`src/rtl/tanh_cordic_pkg.sv`:
```
// rtl/tanh_cordic_pkg.sv - shared constants, states and atanh(2^-i) table for tanh_cordic
package tanh_cordic_pkg;

  localparam int FRAC_DEFAULT = 30;
  localparam int ITER_DEFAULT = 28;

  localparam int          EXP_W    = 8;
  localparam int          MANT_W   = 23;
  localparam int          EXP_BIAS = 127;
  localparam logic [31:0] QNAN     = 32'h7FC0_0000;

  typedef enum logic [2:0] {
    ST_IDLE,
    ST_UNPACK,
    ST_HROT,
    ST_LDIV,
    ST_PACK,
    ST_DONE
  } state_e;

  typedef enum logic [1:0] {
    K_NORMAL,
    K_BYPASS,
    K_ERROR
  } kind_e;

  // atanh(2^-i) in Q2.30; from i = 10 on the cubic term is below half an LSB
  function automatic logic [31:0] atanh_q30(input logic [4:0] i);
    case (i)
      5'd1:    return 32'd589812981;
      5'd2:    return 32'd274247419;
      5'd3:    return 32'd134923406;
      5'd4:    return 32'd67196451;
      5'd5:    return 32'd33565361;
      5'd6:    return 32'd16778582;
      5'd7:    return 32'd8388779;
      5'd8:    return 32'd4194325;
      5'd9:    return 32'd2097155;
      default: return (i >= 5'd10 && i <= 5'd30) ? (32'd1 << (5'd30 - i)) : 32'd0;
    endcase
  endfunction

endpackage

```
`src/rtl/tanh_cordic_fp_pack.sv`:
```
// rtl/tanh_cordic_fp_pack.sv - leading-one detect and normalise a Q2.FRAC magnitude to IEEE 754
module tanh_cordic_fp_pack
  import tanh_cordic_pkg::*;
#(
  parameter int FRAC = FRAC_DEFAULT
) (
  input  logic [31:0] mag,
  input  logic        sign,
  output logic [31:0] result
);

  logic [4:0]        p;
  logic [EXP_W-1:0]  exp_f;
  logic [MANT_W-1:0] mant_f;

  always_comb begin
    p = '0;
    for (int k = 0; k < 32; k++) begin
      if (mag[k]) p = 5'(k);
    end
    exp_f  = EXP_W'(EXP_BIAS + int'(p) - FRAC);
    // shift the leading one to bit 31, keep the 23 bits beneath it (truncating)
    mant_f = MANT_W'((mag << (5'd31 - p)) >> (31 - MANT_W));
    result = (mag == '0) ? {sign, 31'b0} : {sign, exp_f, mant_f};
  end

endmodule

```
`src/rtl/tanh_cordic.sv`:
```
// rtl/tanh_cordic.sv - sequential float tanh: hyperbolic CORDIC rotation then linear CORDIC divide
module tanh_cordic
  import tanh_cordic_pkg::*;
#(
  parameter int FRAC = FRAC_DEFAULT,
  parameter int ITER = ITER_DEFAULT
) (
  input  logic        clk,
  input  logic        rst_n,
  input  logic        in_valid,
  output logic        in_ready,
  input  logic [31:0] z_input,
  output logic        out_valid,
  input  logic        out_ready,
  output logic [31:0] tanh_output,
  output logic        range_err
);

  state_e             state_q, state_d;
  kind_e              kind_q, kind_d;
  logic               s_q, s_d;
  logic [30:0]        absz_q, absz_d;
  logic signed [31:0] x_q, x_d, y_q, y_d, z_q, z_d, q_q, q_d;
  logic [4:0]         i_q, i_d, cnt_q, cnt_d;
  logic               rep_q, rep_d;
  logic [31:0]        out_q, out_d;
  logic               err_q, err_d;

  logic [7:0]         exp_w;
  logic [22:0]        man_w;
  logic [4:0]         lsh;
  logic signed [31:0] x_sh, y_sh, x_lsh, lut_w, step_w;
  logic [31:0]        packed_w;

  assign exp_w       = absz_q[30:23];
  assign man_w       = absz_q[22:0];
  assign in_ready    = (state_q == ST_IDLE);
  assign out_valid   = (state_q == ST_DONE);
  assign tanh_output = out_q;
  assign range_err   = err_q;

  assign lsh    = cnt_q + 5'd1;
  assign x_sh   = x_q >>> i_q;
  assign y_sh   = y_q >>> i_q;
  assign x_lsh  = x_q >>> lsh;
  assign lut_w  = signed'(atanh_q30(i_q) >> (30 - FRAC));
  assign step_w = signed'(32'd1 << (5'(FRAC) - lsh));

  tanh_cordic_fp_pack #(.FRAC(FRAC)) u_fp_pack (
    .mag    (q_q),
    .sign   (s_q),
    .result (packed_w)
  );

  always_comb begin
    state_d = state_q;
    kind_d  = kind_q;
    s_d     = s_q;
    absz_d  = absz_q;
    x_d     = x_q;
    y_d     = y_q;
    z_d     = z_q;
    q_d     = q_q;
    i_d     = i_q;
    cnt_d   = cnt_q;
    rep_d   = rep_q;
    out_d   = out_q;
    err_d   = err_q;
    case (state_q)
      ST_IDLE: begin
        if (in_valid) begin
          s_d     = z_input[31];
          absz_d  = z_input[30:0];
          err_d   = 1'b0;
          state_d = ST_UNPACK;
        end
      end
      ST_UNPACK: begin
        if (exp_w > 8'(EXP_BIAS) || (exp_w == 8'(EXP_BIAS) && man_w != '0)) begin
          kind_d  = K_ERROR;
          state_d = ST_PACK;
        end else if (exp_w <= 8'(EXP_BIAS - 13)) begin
          kind_d  = K_BYPASS;
          state_d = ST_PACK;
        end else begin
          kind_d  = K_NORMAL;
          z_d     = signed'((32'({1'b1, man_w}) << (FRAC - MANT_W)) >> (8'(EXP_BIAS) - exp_w));
          x_d     = signed'(32'd1 << FRAC);
          y_d     = '0;
          i_d     = 5'd1;
          rep_d   = 1'b0;
          cnt_d   = '0;
          state_d = ST_HROT;
        end
      end
      ST_HROT: begin
        if (!z_q[31]) begin
          x_d = x_q + y_sh;
          y_d = y_q + x_sh;
          z_d = z_q - lut_w;
        end else begin
          x_d = x_q - y_sh;
          y_d = y_q - x_sh;
          z_d = z_q + lut_w;
        end
        // hyperbolic CORDIC only converges if iterations 4 and 13 run twice
        if ((i_q == 5'd4 || i_q == 5'd13) && !rep_q) begin
          rep_d = 1'b1;
        end else begin
          rep_d = 1'b0;
          i_d   = i_q + 5'd1;
        end
        if (cnt_q == 5'(ITER + 1)) begin
          cnt_d   = '0;
          q_d     = '0;
          state_d = ST_LDIV;
        end else begin
          cnt_d = cnt_q + 5'd1;
        end
      end
      ST_LDIV: begin
        if (!y_q[31]) begin
          y_d = y_q - x_lsh;
          q_d = q_q + step_w;
        end else begin
          y_d = y_q + x_lsh;
          q_d = q_q - step_w;
        end
        if (cnt_q == 5'(ITER - 1)) begin
          cnt_d   = '0;
          state_d = ST_PACK;
        end else begin
          cnt_d = cnt_q + 5'd1;
        end
      end
      ST_PACK: begin
        case (kind_q)
          K_ERROR:  out_d = QNAN;
          K_BYPASS: out_d = {s_q, absz_q};
          default:  out_d = packed_w;
        endcase
        err_d   = (kind_q == K_ERROR);
        state_d = ST_DONE;
      end
      ST_DONE: begin
        if (out_ready) state_d = ST_IDLE;
      end
      default: state_d = ST_IDLE;
    endcase
  end

  always_ff @(posedge clk or negedge rst_n) begin
    if (!rst_n) begin
      state_q <= ST_IDLE;
      kind_q  <= K_NORMAL;
      s_q     <= 1'b0;
      absz_q  <= '0;
      x_q     <= '0;
      y_q     <= '0;
      z_q     <= '0;
      q_q     <= '0;
      i_q     <= '0;
      cnt_q   <= '0;
      rep_q   <= 1'b0;
      out_q   <= '0;
      err_q   <= 1'b0;
    end else begin
      state_q <= state_d;
      kind_q  <= kind_d;
      s_q     <= s_d;
      absz_q  <= absz_d;
      x_q     <= x_d;
      y_q     <= y_d;
      z_q     <= z_d;
      q_q     <= q_d;
      i_q     <= i_d;
      cnt_q   <= cnt_d;
      rep_q   <= rep_d;
      out_q   <= out_d;
      err_q   <= err_d;
    end
  end

endmodule

```
`config.mk`:
```
export PLATFORM = sky130hd
export DESIGN_NAME = tanh_cordic
export DESIGN_NICKNAME = d
export VERILOG_FILES = /design/src/rtl/tanh_cordic_pkg.sv /design/src/rtl/tanh_cordic_fp_pack.sv /design/src/rtl/tanh_cordic.sv
export SDC_FILE = /design/constraint.sdc
export NUM_CORES = 1
export LEC_CHECK = 0
export CORE_MARGIN = 5
export CORE_UTILIZATION = 35
export DETAILED_ROUTE_END_ITERATION = 16
export PLACE_DENSITY = 0.54
export SLEW_MARGIN = 20
export SYNTH_ARGS = -nofsm -noshare
export SYNTH_HDL_FRONTEND = slang
export SYNTH_SLANG_ARGS = --single-unit
```
`constraint.sdc`:
```
create_clock -name clk -period 10.3 [get_ports clk]
set_input_delay 2.575 -clock clk [delete_from_list [all_inputs] [get_ports clk]]
set_output_delay 2.575 -clock clk [all_outputs]
set_load 0.005 [all_outputs]
```
==> results of run 1 <==
## kinds of logic after synthesis
logic type                 count (synthesis)  share of synthesized area, %
xor gates and xnor gates                 255                          7.70
and+or+nand+nor                         1178                          19.2
buffers and inverters                    361                          4.99
adders and majority gates                147                          6.45
AOI/OAI and AO/OA                       1137                          25.0
muxes                                    373                          18.6
DFF                                      209                          18.0
## per-stage QoR
stage | hold WS [ns] | setup WS (ns) | cells | area [sq um] | util (%)
final | 0.486 | 1.98 | 4650 | 31500 | 38.3
after CTS | 0.486 | 2.02 | 4650 | 31500 | 38.3
after global routing | 0.511 | 1.40 | 4650 | 31500 | 38.3
after global placement | 0.463 | 2.14 | 4598 | 30500 | 37.2
after floorplan | 0.456 | 2.68 | 3660 | 29000 | -
after detailed placement | 0.473 | 2.04 | 4598 | 30500 | 37.2
## per-layer routing
| metal | share of wire, % | global-route usage, % | routed length (um) |
|---|---|---|---|
| met5 | 0 | 0 | 0 |
| met4 | 3.8 | 7.23 | 3850 |
| met3 | 5.6 | 2.50 | 5790 |
| met2 | 46 | 36.3 | 47000 |
| met1 | 45 | 30.4 | 45900 |
## final timing paths
path | from | to | slack [ns] | cells past startpoint
min in group asynchronous | rst_n | absz_q[3] | 1.91 | 1
max in group asynchronous | rst_n | i_q[0] | 7.03 | 2
max | i_q[1] | y_q[31] | 1.98 | 25
max reg2reg | i_q[1] | y_q[31] | 1.98 | 25
min | tanh_output[10] | tanh_output[10] | 0.49 | 2
min reg2reg | tanh_output[10] | tanh_output[10] | 0.49 | 2
## critical path, cell delays in order, from the launching register on
cell and delay [ns]:
dfrtp_4 1.04, mux4_2 0.61, mux2i_1 0.18, a2111oi_0 0.13
a221oi_1 0.79, ha_1 0.37, o2111ai_1 0.21, nor3_2 0.49
a31oi_1 0.18, xnor2_1 0.34, nand4b_1 0.21, nor4b_1 0.48
nand4b_1 0.28, a31o_2 0.31, ha_1 0.38, a21o_1 0.19
a21oi_1 0.16, o21ai_0 0.12, a21oi_1 0.21, inv_1 0.07
a211o_1 0.32, a221o_1 0.32, o41a_1 0.32, xor2_1 0.16
a21oi_1 0.16, o22ai_1 0.10
## registers in the layout (all words and copies together) (netlist names), 3 cells and up
name	count
q_q	32
y_q	32
state_q	3
z_q	32
cnt_q	5
x_q	32
absz_q	31
tanh_output	32
i_q	5
## cells in the final DEF (no fill, tap or decap), types with 45 or more instances in the layout
cell type        instances
a211oi_1                51
a21o_1                  54
a21oi_1                323
a31oi_1                 50
and3_1                  46
buf_4                   53
clkdlybuf4s50_1         69
dfrtp_1                201
ha_1                   143
inv_1                   98
mux2_2                  75
mux2i_1                167
mux4_2                 123
nand2_1                364
nand2b_1                45
nand3_1                 96
nor2_1                 344
nor3_1                  65
o21ai_0                275
xnor2_1                143
xor2_1                 107
## layout make-up
cell class / count / area (sq um)
Clock buffer: 43 / 858
Timing Repair Buffer: 124 / 1120
Clock inverter: 9 / 119
Fill cell: 8485 / 50600
Inverter: 105 / 394
Multi-Input combinational cell: 3090 / 22400
Sequential cell: 209 / 5250
Tap cell: 1070 / 1340
==> results.md, run 1 <==
* Outcome: finished clean
* Post-Route WL at roughly 100,000 um
* Num ports at a little over 70
* Clk slew on worst S/H paths at about 0.060 ns
* Share of the synthesized area in the top cell type at 18.0%
* Number of global-route vias before repair at 26,900
* Vias at 28,200
* Slew @ Worst Pin at 1.05 ns
* RSZ-0062 raised after global routing: false
* Initial antenna violation count at 2
* Most common cell in the netlist: nand2_1
* IO Port Bufs at 70
* First-pass GRT wire length at 160,000 um
* Core area at 82,100 sq um
* Ys Warns at 0
* Maximum clock rate at 120 MHz
* Final Hold Fails at 0
* Number of synthesized flops with an enable pin at 0
* Clock Skew at 0.0154 ns
* Layout net count at 3,742
* Fraction of layout instances using a drive strength above 1 at 10.6%
* Die height at 298 um
* Ant. Diodes at 0
* Max_cap viols at 0
* WS Path Type: reg2reg
* Die area at 88,700 sq um
* Cts repair resizes at 0
* Post-synth cell types at 97
* GRT Total Usage at 22.1%
* Vias per inst at slightly above 6
* Largest net degree at the start of global routing at 134
* Worst setup EP type: flip-flop
* Maximum clock path buffer count at 3
* H-tree levels at 1
* Row count at around 110
* Worst Hold Class: reg2reg
* Grt total ovfl at 0
* Tcrit/Tclk final at 80.8%
* Synth top area cells: dfrtp_1 18%, mux4_2 9.6%, ha_1 6.2%
* Drt pass-1 iters at 6
* CP required at 10.77 ns
* Startpoint Class: flip-flop
* Root Buffer: clkbuf_16
* Final Max Tran Viols at 0
* Syn-to-layout area delta at 8.60%
* Mean routed wirelength per cell at approximately 22 um
* Post-synth net total at 3,843
* Post-CTS Repair Setup Buffers at 0
* Post-synthesis sequential area ratio at about 18%
* Syn avg cell area at about 7.9 sq um
* Max-slew headroom at 29.9%
* Post-DP HPWL at 76,400 um
* Num CTS Buffers at 29
* Final setup viols at 0
* Routability cong. at just under 1
* Clk sinks at 209
* Fin crit period at 8.32 ns
* Hold_buf cts at 0
* Initial Util at roughly a third
* Seq cells post-synth at 209
* Post-route DRC at 0
* Cell Area, Synth at between 20,000 and 30,000 sq um
* Cells after Synth at 3,660
* Setup_tns at 0 ns
* Skew-Pair Late Insertion Delay at 0.61 ns
* Synth area leader: dfrtp_1
* Main flop type after synthesis: dfrtp_1
* Routed Antenna Nets at 0
* Iteration-0 DRC count of the detailed router at 2,238
* Die X at 298 um
* Crit path DAT at 8.79 ns
* TritonCTS clock tree: done
* Commonest cells post-synth: 365 x nand2_1, 345 x nor2_1, 324 x a21oi_1
* Async set-reset flop share out of synthesis at 100%
* Crit Path Max Fanout at 72
Power of run 1 is left out: the tool's default activity adds up to more than one toggle a clock period on the data nets, which glitch-free logic cannot reach.
==> inputs of run 2 (changes only) <==
Clock period 10.3 ns to 8.55 ns, I/O delays scaled along.
==> results.md, run 2 (synthesized netlist as in run 1, its figures left out) <==
* Largest net degree at the start of global routing at 133 (-0.75%)
* Outcome: finished clean
* Critical Path Stages at 27 (+8.0%)
* Depth of the worst register-to-register path at 27 (+8.0%)
* First-pass GRT wire length at 161,000 um (+0.50%)
* Post-DP HPWL at 77,700 um (+1.6%)
* Most frequent cells in the layout: 364 x nand2_1, 344 x nor2_1, 323 x a21oi_1
* Cts repair resizes at 0 (unchanged)
* Root Buffer: clkbuf_16
* Hold_buf cts at 0 (unchanged)
* Fraction of layout instances using a drive strength above 1 at 11.1% (+0.48 points)
* Worst setup EP type: flip-flop
* Post-route DRC at 0 (unchanged)
* Startpoint Class: flip-flop
* Iteration-0 DRC count of the detailed router at 2,535 (+13%)
* Die area at 88,700 sq um (unchanged)
* Worst setup path endpoint: y_q[31]
* Layout net count at 3,755 (+0.35%)
* H-tree levels at 1 (unchanged)
* Setup ws final at 0.718 ns (-1.26 ns)
* Fin crit period at 7.83 ns (-0.488 ns)
* Syn-to-layout area delta at 9.35%
* Clk slew on worst S/H paths at 0.07 ns (about the same)
* Die X at 298 um (unchanged)
* Num CTS Buffers at 29 (unchanged)
* Routability cong. at 0.982 (+1.5%)
* Max-slew headroom at 29.9% (about the same)
* Grt total ovfl at 0 (unchanged)
* Vias at 28,200 (+0.0071%)
* Worst Hold Class: reg2reg
* CP required at 9.05 ns (-1.72 ns)
* IO Port Bufs at 70 (unchanged)
* Ant. Diodes at 0 (unchanged)
* Buffers plus inverters on the worst setup path at 5 (+4)
* Row count at 105 (unchanged)
* Post-route cell area at 31,700 sq um (+0.70%)
* Hold depth at 2 (unchanged)
* Routed Antenna Nets at 0 (unchanged)
* Initial antenna violation count at 1 (-1)
* Initial Util at 35.3% (unchanged)
* RSZ-0062 raised after global routing: false
* Crit path top cell by count: a21oi_1
* Slew @ Worst Pin at 1.05 ns (+0.000966 ns)
* Number of global-route vias before repair at 26,700 (-0.68%)
* Place WS at 0.832 ns (-1.20 ns)
* Die height at 298 um (unchanged)
* Maximum clock rate at 128 MHz (+6.2%)
* Crit path DAT at 8.33 ns (-0.46 ns)
* Crit Path Max Fanout at 22 (-69%)
* Maximum clock path buffer count at 3 (unchanged)
* Final setup viols at 0 (unchanged)
* Final Hold Fails at 0 (unchanged)
* Drt pass-1 iters at 7 (+1)
* Post-Route WL at 103,000 um (+0.81%)
* CP max-delay cell: ha_1
* Setup_tns at 0 ns (unchanged)
* Reg-to-Reg Start: cnt_q[1]
* R2R Path End: y_q[31]
* Min-delay src: tanh_output[31]
* Max_cap viols at 0 (unchanged)
* Post-DP Area at 30,600 sq um (+0.32%)
* Mean routed wirelength per cell at 22.1 um (+0.49%)
* Crit. Startpoint: cnt_q[1]
* Post-CTS Repair Setup Buffers at 0 (unchanged)
* Num ports at 71 (unchanged)
* Tcrit/Tclk final at 91.6% (+11 points)
* Skew-Pair Late Insertion Delay at 0.64 ns (+0.03 ns)
* WS Path Type: reg2reg
* Clock Skew at 0.0309 ns (+0.0155 ns)
* Most common cell after layout, fill and taps aside: nand2_1
* TritonCTS clock tree: done
* Clk sinks at 209 (unchanged)
* Worst path max stage delay at 0.92 ns (-0.12 ns)
* Core area at 82,100 sq um (unchanged)
* R2R Setup Slk at 0.72 ns (-1.26 ns)
* Final Max Tran Viols at 0 (unchanged)
* GRT Total Usage at 22.2% (+0.15 points)
* Final core area utilization at 38.6% (+0.27 points)
* Vias per inst at 6.05 (-0.31%)
* Top cell family by delay on the critical path: compound AO/OA/AOI/OAI gates
## run 2: cell types whose count changed in the layout (fill, tap and decap cells not counted), sizes merged
cell,change
buf,+13
clkbuf,-9
bufinv,+5
clkinv,+3
inv,+2
clkinvlp,+1
## run 2: worst min path at each step
stage	endpoint	slack (ns)
3_3_place_gp	tanh_output[31]	0.46
6_report	tanh_output[31]	0.48
2_1_floorplan	z_q[20]	0.46
5_1_grt	tanh_output[31]	0.53
3_5_place_dp	tanh_output[31]	0.47
4_1_cts	tanh_output[31]	0.49
## run 2: cell type report
cell class | instances | area, sq um
fill | 8500 | 50400
multi-input combinational | 3090 | 22400
sequential | 209 | 5250
tap | 1070 | 1340
timing repair buffer | 137 | 1220
clock buffer | 34 | 774
inverter | 105 | 394
clock inverter | 20 | 313
## run 2: worst register-to-register path: stages (launching register included)
cell and delay [ns]:
dfrtp_1 0.46, inv_1 0.09, ha_1 0.92, buf_4 0.29, buf_4 0.15, mux4_2 0.35
mux4_2 0.50, mux2i_1 0.36, o211ai_1 0.26, nor4_1 0.79, nand3_1 0.30, inv_1 0.15
a21oi_1 0.08, xor2_1 0.16, nor2_1 0.07, a31o_2 0.25, ha_1 0.38, a21o_1 0.19
a21oi_1 0.17, o21ai_0 0.11, a21oi_1 0.20, inv_1 0.06, a211o_1 0.32, a221o_1 0.33
o41a_1 0.32, xor2_1 0.16, a21oi_1 0.17, o22ai_1 0.11
## run 2: stage by stage
stage	hold slack [ns]	std cells
final	0.478	4665
after CTS	0.485	4665
after global routing	0.531	4665
after floorplan	0.456	3660
after global placement	0.464	4611
after detailed placement	0.472	4611
## run 2: routing by layer
| layer | global-route usage, % | vias to the layer above | wire length, um |
|---|---|---|---|
| met2 | 35.9 | 985 | 46900 |
| met4 | 6.85 | 0 | 3740 |
| met3 | 2.56 | 196 | 6160 |
| met5 | 0 | - | 0 |
| li1 | - | 13400 | - |
| met1 | 31.3 | 13600 | 46500 |
Power of run 2 is left out for the same reason.
==> inputs of run 3 (changes only) <==
Settings changed: RECOVER_POWER from default to 100.
Clock period 8.55 ns to 9.05 ns, I/O delays scaled along.
==> results.md, run 3 (synthesized netlist as in run 1, its figures left out) <==
* Outcome: finished with violations
* Violated checks: max-capacitance violations, max-slew violations
* Hold depth at 2 (unchanged)
* Fin crit period at 8.11 ns (+0.281 ns)
* Buffers plus inverters on the worst setup path at 1 (-4)
* Number of global-route vias before repair at 26,200 (-2.0%)
* Most frequent cells in the layout: 364 x nand2_1, 344 x nor2_1, 323 x a21oi_1
* CP required at 9.54 ns (+0.49 ns)
* GRT Total Usage at 21.8% (-0.42 points)
* Layout fillers at 8,419 (-0.95%)
* Crit. Startpoint: i_q[0]
* Mean routed wirelength per cell at 21.8 um (-1.6%)
* Tcrit/Tclk final at 89.7% (-2.0 points)
* R2R Setup Slk at 0.94 ns (+0.22 ns)
* H-tree levels at 1 (unchanged)
* Initial Util at 35.3% (unchanged)
* Min-delay src: tanh_output[10]
* Clk slew on worst S/H paths at 0.06 ns (about the same)
* Crit Path Max Fanout at 50 (+130%)
* Num ports at 71 (unchanged)
* Maximum clock rate at 123 MHz (-3.5%)
* Die area at 88,700 sq um (unchanged)
* Maximum clock path buffer count at 3 (unchanged)
* Grt total ovfl at 0 (unchanged)
* Iteration-0 DRC count of the detailed router at 2,447 (-3.5%)
* Final Max Tran Viols at 422 (+422)
* RSZ-0062 raised after global routing: false
* Crit path top cell by count: a21oi_1
* WHS Endpoint: tanh_output[10]
* Routability cong. at 0.952 (-3.0%)
* Cts repair resizes at 0 (unchanged)
* Skew-Pair Late Insertion Delay at 0.62 ns (-0.02 ns)
* Worst Hold Class: reg2reg
* Post-Route WL at 102,000 um (-1.6%)
* Top cell family by delay on the critical path: compound AO/OA/AOI/OAI gates
* TritonCTS clock tree: done
* Post-route cell area at 31,700 sq um (-0.10%)
* Vias at 28,200 (-0.074%)
* Core area at 82,100 sq um (unchanged)
* Worst setup EP type: flip-flop
* Hold_buf cts at 0 (unchanged)
* IO Port Bufs at 70 (unchanged)
* Max-slew headroom at -182% (-210 points)
* Routed Antenna Nets at 0 (unchanged)
* Crit path DAT at 8.60 ns (+0.27 ns)
* R2R Path End: y_q[31]
* Final setup viols at 0 (unchanged)
* Post-CTS Repair Setup Buffers at 0 (unchanged)
* Clock Skew at 0.0256 ns (-0.00527 ns)
* Drt pass-1 iters at 6 (-1)
* Register area at 5250 sq um (unchanged)
* CP max-delay cell: dfrtp_4
* Vias per inst at 6.05 (-0.12%)
* Layout net count at 3,759 (+0.11%)
* Clk sinks at 209 (unchanged)
* Most common cell after layout, fill and taps aside: nand2_1
* Ant. Diodes at 0 (unchanged)
* Num CTS Buffers at 29 (unchanged)
* Final Hold Fails at 0 (unchanged)
* Area of the multi-input gates at 22,400 sq um (about the same)
* Worst path max stage delay at 0.84 ns (-0.08 ns)
* Setup_tns at 0 ns (unchanged)
* Die X at 298 um (unchanged)
* Reg-to-Reg Start: i_q[0]
* Root Buffer: clkbuf_16
* Die height at 298 um (unchanged)
* Post-DP Area at 30,700 sq um (+0.14%)
* Initial antenna violation count at 2 (+1)
* Slew @ Worst Pin at 4.22 ns (+3.17 ns)
* Row count at 105 (unchanged)
* Post-DP HPWL at 76,700 um (-1.2%)
* Max_cap viols at 7 (+7)
* Post-route DRC at 0 (unchanged)
* Largest net degree at the start of global routing at 139 (+4.5%)
* First-pass GRT wire length at 159,000 um (-1.7%)
* Startpoint Class: flip-flop
* Syn-to-layout area delta at 9.24%
* WS Path Type: reg2reg
* Hold_ws at 0.488 ns (+0.00920 ns)
* Fraction of layout instances using a drive strength above 1 at 10.8% (-0.28 points)
* Depth of the worst register-to-register path at 25 (-7.4%)
## run 3: changes by cell type in the layout (fill, tap and decap cells not counted), moves of 4 or more
cell,change
buf_4,-4
and2_0,+9
and2_1,-8
clkdlybuf4s50_1,-35
clkbuf_1,+9
dlygate4sd3_1,+35
## run 3: final cells by class
class	instances	share of cell area [%]
tap	1070	4.23
timing repair buffer	141	3.83
clock inverter	17	0.944
clock buffer	35	2.46
sequential	209	16.6
inverter	105	1.24
multi-input combinational	3090	70.7
## run 3: worst min-delay path: cells and delay by family (launching register included)
kind	cells	cell delay (ns)
AND/OR/NAND/NOR	2	0.11
flip-flops	1	0.34
## run 3: worst max-delay path by stage
| stage | slack [ns] | to | cells past startpoint |
|---|---|---|---|
| 2_1_floorplan | 1.43 | y_q[31] | 34 |
| 3_3_place_gp | 1.12 | y_q[31] | 25 |
| 3_5_place_dp | 1.04 | y_q[31] | 25 |
| 4_1_cts | 1.06 | y_q[31] | 25 |
| 5_1_grt | 0.35 | q_q[30] | 27 |
| 6_report | 0.94 | y_q[31] | 25 |
## run 3: per-layer routing
layer | vias to the layer above | wire length [um] | track usage [%]
met2 | 882 | 46500 | 35.5
met3 | 165 | 5550 | 2.13
met4 | 0 | 3060 | 5.75
li1 | 13400 | - | -
met1 | 13700 | 46500 | 31.2
met5 | - | 0 | 0
## run 3: through the flow
| stage | instances | util [%] | setup slack [ns] |
|---|---|---|---|
| after floorplan | 3660 | - | 1.43 |
| after global placement | 4615 | 37.3 | 1.12 |
| after detailed placement | 4615 | 37.3 | 1.04 |
| after CTS | 4667 | 38.6 | 1.06 |
| after global routing | 4667 | 38.6 | 0.347 |
| final | 4667 | 38.6 | 0.937 |
Power of run 3 is left out for the same reason.
